$ cat src/rtl/rvc_eot_snap.sv
// End-of-test snapshot engine: on ebreak, halts the core, drains the pipeline
// and streams the whole data memory out one word at a time over a valid/ready port.
module rvc_eot_snap #(
  parameter logic [31:0] EBREAK_OPCODE = 32'h00100073,
  parameter logic [31:0] D_MEM_OFFSET  = 32'h00001000,
  parameter int          MSB_D_MEM     = 11,
  parameter int          DRAIN_CYCLES  = 4
) (
  input  logic        Clock,
  input  logic        RstN,
  input  logic [31:0] Instruction,
  input  logic        InstValid,
  output logic        Halt,
  output logic        SnapRdEn,
  output logic [31:0] SnapRdAddr,
  input  logic [31:0] SnapRdData,
  output logic        SnapValid,
  output logic [31:0] SnapAddr,
  output logic [31:0] SnapData,
  input  logic        SnapReady,
  output logic        EotDone
);

  // state | meaning
  // IDLE  | core running, watching for ebreak
  // DRAIN | core halted, letting in-flight stores settle
  // READ  | read strobe for the current word
  // WAIT  | read data returns, captured into the snapshot register
  // SEND  | word offered to the consumer until accepted
  // DONE  | dump finished, frozen until reset
  typedef enum logic [2:0] {
    IDLE  = 3'd0,
    DRAIN = 3'd1,
    READ  = 3'd2,
    WAIT  = 3'd3,
    SEND  = 3'd4,
    DONE  = 3'd5
  } state_t;

  localparam logic [31:0] SIZE_D_MEM = 32'(2 ** (MSB_D_MEM + 1));
  localparam logic [31:0] LAST_ADDR  = D_MEM_OFFSET + SIZE_D_MEM - 32'd4;
  localparam logic [31:0] DRAIN_LOAD = 32'(DRAIN_CYCLES);

  state_t      state;
  logic [31:0] addr;
  logic [31:0] drain_cnt;

  // Outputs are registered alongside the state so each one changes on the
  // same edge as the state that owns it.
  always_ff @(posedge Clock or negedge RstN) begin
    if (!RstN) begin
      state      <= IDLE;
      addr       <= D_MEM_OFFSET;
      drain_cnt  <= '0;
      Halt       <= 1'b0;
      SnapRdEn   <= 1'b0;
      SnapRdAddr <= '0;
      SnapValid  <= 1'b0;
      SnapAddr   <= '0;
      SnapData   <= '0;
      EotDone    <= 1'b0;
    end else begin
      case (state)
        IDLE: begin
          if (InstValid && (Instruction == EBREAK_OPCODE)) begin
            state     <= DRAIN;
            Halt      <= 1'b1;
            drain_cnt <= DRAIN_LOAD;
            addr      <= D_MEM_OFFSET;
          end
        end
        DRAIN: begin
          // terminal count at zero, so DRAIN_CYCLES=0 still spends one cycle here
          if (drain_cnt == '0) begin
            state      <= READ;
            SnapRdEn   <= 1'b1;
            SnapRdAddr <= addr;
          end else begin
            drain_cnt <= drain_cnt - 32'd1;
          end
        end
        READ: begin
          state    <= WAIT;
          SnapRdEn <= 1'b0;
        end
        WAIT: begin
          state     <= SEND;
          SnapData  <= SnapRdData;
          SnapAddr  <= addr;
          SnapValid <= 1'b1;
        end
        SEND: begin
          if (SnapReady) begin
            SnapValid <= 1'b0;
            if (addr == LAST_ADDR) begin
              state   <= DONE;
              EotDone <= 1'b1;
            end else begin
              state      <= READ;
              addr       <= addr + 32'd4;
              SnapRdEn   <= 1'b1;
              SnapRdAddr <= addr + 32'd4;
            end
          end
        end
        DONE: begin
          Halt      <= 1'b1;
          EotDone   <= 1'b1;
          SnapValid <= 1'b0;
          SnapRdEn  <= 1'b0;
        end
        default: begin
          state <= IDLE;
        end
      endcase
    end
  end

endmodule

$ cat config.mk
export PLATFORM = sky130hd
export DESIGN_NAME = rvc_eot_snap
export DESIGN_NICKNAME = d
export VERILOG_FILES = /design/src/rtl/rvc_eot_snap.sv
export SDC_FILE = /design/constraint.sdc
export NUM_CORES = 1
export LEC_CHECK = 0
export BUFFER_PORTS_ARGS = -buffer_cell sky130_fd_sc_hd__buf_2
export CORE_UTILIZATION = 55
export CTS_CLUSTER_SIZE = 25
export DETAILED_ROUTE_END_ITERATION = 10
export PLACE_DENSITY_LB_ADDON = 0.3
export SLEW_MARGIN = 20
export SYNTH_ARGS = -nofsm -noshare
export SYNTH_HDL_FRONTEND = slang
export SYNTH_SLANG_ARGS = --single-unit
$ cat constraint.sdc
create_clock -name Clock -period 3.1 [get_ports Clock]
set_clock_uncertainty 0.15 [all_clocks]
set_input_delay 0.62 -clock Clock [delete_from_list [all_inputs] [get_ports Clock]]
set_output_delay 0.62 -clock Clock [all_outputs]
set_load 0.05 [all_outputs]
==> results.md <==
* Min Tclk post-route at 2.897 ns
* Post-CTS Hold Fix Bufs at 0
* Fraction of layout cells with a size suffix above 1 at 35.87%
* Inserted Diodes at 0
* Vias per cell at 6.000
* Clock latency on the worst-skew pair at 0.43 ns
* Final Instance Area at 0.009532 mm²
* First-pass GRT wire length at 30.66 mm
* Slew @ Worst Pin at 0.6923 ns
* Max-cap violations at 0
* Max-slew violation count at 0
* Flops & latches, synth at 161
* Mapped Avg Cell Area at 10.86 µm²
* Status: completed
* Largest family of logic cells by synthesized area: simple AND/OR/NAND/NOR gates
* Multiplexer share of the synthesized area at 14.20%
* Gp weighted congestion at 0.8954
* Clock root buffer: clkbuf_16
* Total Wirelength at 18.76 mm
* CTS tree: done
* IO Count at 168
* Total power per unit cell area at 460.8 mW/mm²
* Grt peak-use layer: met2
* CTS Buf Count at 17
* Initial antenna violation count at 0
* Xor/xnor cell area share of the yosys netlist at 3.887%
* Worst Setup Start Kind: flop
* Ys Warns at 0
* GRT met3 Usage at 5.478%
* Clock-pin slew of the registers on the worst-case setup and hold paths at 0.06 ns
* Area grow syn2layout at 20.86%
* CP dominant cell by count: or4_4
* Met1 Resource Use GR at 34.92%
* Setup TNS at 0 ns
* Rows at 43
* Simple-gate share of the synthesized area at 15.80%
* Largest net degree at the start of global routing at 56
* Crit-path max FO at 12
* Async set-reset flop share out of synthesis at 100.0%
* Yosys cell types at 63
* Max stage delay cell, worst path: or4_4
* Syn Std Cell Area at 0.007886 mm²
* ANT nets after route at 0
* Die ar. at 0.01482 mm²
* Synth Area in Compound Gates at 10.68%
* Clk buf depth at 2
* DIE WIDTH at 121.7 µm
* Global Route met2 Usage at 42.37%
* Avg WL per Cell at 17.45 µm
* RSZ-0062 raised after global routing: no
* WS Path Type: reg2reg
* Post-Place Cell Area at 0.008964 mm²
* VDD IR max at 0.4834 mV
* DR vias at 6450
* Vias in the first global route at 6211
* Critical Path Sink Type: flop
* Number of port buffers at 163
* Hold Crit Class: in2async
* CP arrival at 3.10 ns
* Max-Slew Margin vs Limit at 53.49%
* Iter 0 DRT Violations at 455
* Core area at 0.01393 mm²
* Pre-antenna DRT Iters at 5
* H-tree depth at 4
* Die Y at 121.7 µm
* Fin nets at 953
* Final Hold Violating Endpoints at 0
* CP required at 3.30 ns
* Post-CTS sizing at 0
* HPWL after DPL at 12.97 mm
* Ys flop type: dfrtp_1
* Setup violators final at 0
* CP Cell Sequence: or4_4, or4_4, a2111o_1, or4_1, a21oi_1
* Post-CTS setup buffers at 0
* P_leak at 4.400 nW
* Grt ovf at 0
* Adder-cell share of the synthesized area at 0.4760%
* Seq/Total Area, Yosys at 51.10%
* Final worst path period share at 93.46%
* Clock sink count at 161
* Initial core utilization at 56.60%
* Total GRT Usage at 26.38%
* Drc violations at 0
* Cell count after synthesis at 726
* Post-synth EDFFs at 0
* CP peak stage delay at 0.57 ns
* Fmax at 345.2 MHz
==> path summary, 6_finish.rpt <==
| path | startpoint | end | slack [ns] | cells past startpoint |
|---|---|---|---|---|
| worst max-delay path | drain_cnt[10] | drain_cnt[25] | 0.20 | 5 |
| worst min-delay path | RstN | SnapData[30] | 0.003 | 1 |
| worst max register to register | drain_cnt[10] | drain_cnt[25] | 0.20 | 5 |
| worst min register to register | SnapAddr[31] | SnapAddr[31] | 0.33 | 2 |
| max in group asynchronous | RstN | drain_cnt[26] | 2.09 | 2 |
| min in group Clock | SnapRdData[5] | SnapData[5] | 0.27 | 2 |
==> worst max-delay path, delay by kind of cell (launching register included) <==
kind             cells  cell delay (ns)
AO/OA/AOI/OAI        2             0.69
flip-flops           1             0.41
AND/OR/NAND/NOR      3             1.56
==> per-stage QoR <==
step	std cells	utilization (%)	setup WS (ns)	hold WS (ns)	power, mW
after floorplan	729	-	0.3257	0.1744	2.293
after global placement	1043	64.33	0.2749	0.3074	2.404
after detailed placement	1043	64.33	0.2330	0.3078	2.413
after CTS	1075	68.40	0.2220	0.009789	4.418
after global routing	1075	68.40	0.1209	0.03414	4.520
final	1075	68.40	0.2028	0.002641	4.392
==> Yosys cell counts, types with 3 or more instances <==
| master | instances | area, µm² |
|---|---|---|
| nor4_1 | 18 | 112.6 |
| buf_4 | 4 | 30.03 |
| a31o_2 | 4 | 35.03 |
| and2_1 | 4 | 25.02 |
| a21o_1 | 4 | 30.03 |
| or4_1 | 11 | 82.58 |
| nand3_1 | 28 | 140.1 |
| mux2_1 | 4 | 45.04 |
| nor3_1 | 16 | 80.08 |
| or3_1 | 12 | 75.07 |
| a21oi_1 | 17 | 85.08 |
| xor2_1 | 7 | 61.31 |
| a41oi_1 | 12 | 105.1 |
| mux2i_1 | 14 | 140.1 |
| and4_1 | 8 | 70.07 |
| nand4_1 | 20 | 125.1 |
| and3_1 | 11 | 68.82 |
| ha_1 | 3 | 37.54 |
| nand2_1 | 55 | 206.5 |
| clkbuf_1 | 44 | 165.2 |
| o21ai_0 | 26 | 130.1 |
| xnor2_1 | 28 | 245.2 |
| dfrtp_1 | 160 | 4004 |
| buf_2 | 3 | 15.01 |
| nor4b_1 | 3 | 26.28 |
| a31oi_1 | 31 | 193.9 |
| nor2_1 | 29 | 108.9 |
| buf_1 | 5 | 18.77 |
| inv_1 | 12 | 45.04 |
| o31ai_1 | 7 | 52.55 |
| mux2_2 | 83 | 934.7 |
==> cell families (layout without fill, tap and decap cells) <==
logic type      Yosys count  count (layout)
compound gates          125             125
mux                     101             101
xor+xnor                 35              35
other cells               1               4
flops                   161             161
buf+inv                  71             237
fa+ha+maj                 3               3
simple gates            229             229
==> area by class of cell <==
type | count | area [µm²]
well taps | 180 | 225.2
multi-input cells | 497 | 3570
flip-flops and latches | 161 | 4030
inverters | 13 | 48.80
repair buffers | 192 | 1090
clock inverters | 14 | 128.9
fillers | 1053 | 4403
clock buffers | 18 | 439.2
==> registers in the layout (all words and copies together) (netlist names) <==
signal	flops
drain_cnt	32
Halt	1
state	3
addr	30
EotDone	1
SnapRdEn	1
SnapAddr	30
SnapValid	1
SnapRdAddr	30
SnapData	32
==> power breakdown <==
| part | internal (mW) | switching [mW] |
|---|---|---|
| clock | 1.13 | 0.887 |
| sequential | 2.12 | 0.0120 |
| combinational | 0.0700 | 0.166 |
| total | 3.33 | 1.07 |
==> per-layer routing <==
metal	vias up	share of wire (%)
met5	-	0
met1	3131	42
met4	0	2.0
li1	2991	-
met3	33	6.5
met2	295	50
==> cells in the final DEF, fill, tap and decap left out, types with 3 or more instances in the layout <==
| cell type | n |
|---|---|
| a21o_1 | 4 |
| a21oi_1 | 17 |
| a31o_2 | 4 |
| a31oi_1 | 31 |
| a41oi_1 | 12 |
| and2_1 | 4 |
| and3_1 | 11 |
| and4_1 | 8 |
| buf_12 | 4 |
| buf_2 | 162 |
| buf_4 | 25 |
| clkbuf_16 | 17 |
| clkinv_2 | 3 |
| clkinv_4 | 3 |
| clkinvlp_4 | 3 |
| conb_1 | 4 |
| dfrtp_1 | 160 |
| ha_1 | 3 |
| inv_1 | 12 |
| inv_6 | 4 |
| mux2_1 | 4 |
| mux2_2 | 83 |
| mux2i_1 | 14 |
| nand2_1 | 54 |
| nand3_1 | 28 |
| nand4_1 | 20 |
| nor2_1 | 29 |
| nor3_1 | 16 |
| nor4_1 | 18 |
| nor4b_1 | 3 |
| o21ai_0 | 26 |
| o31ai_1 | 7 |
| or3_1 | 12 |
| or4_1 | 11 |
| xnor2_1 | 28 |
| xor2_1 | 7 |
Note: power is estimated with default switching activity, not from simulation.
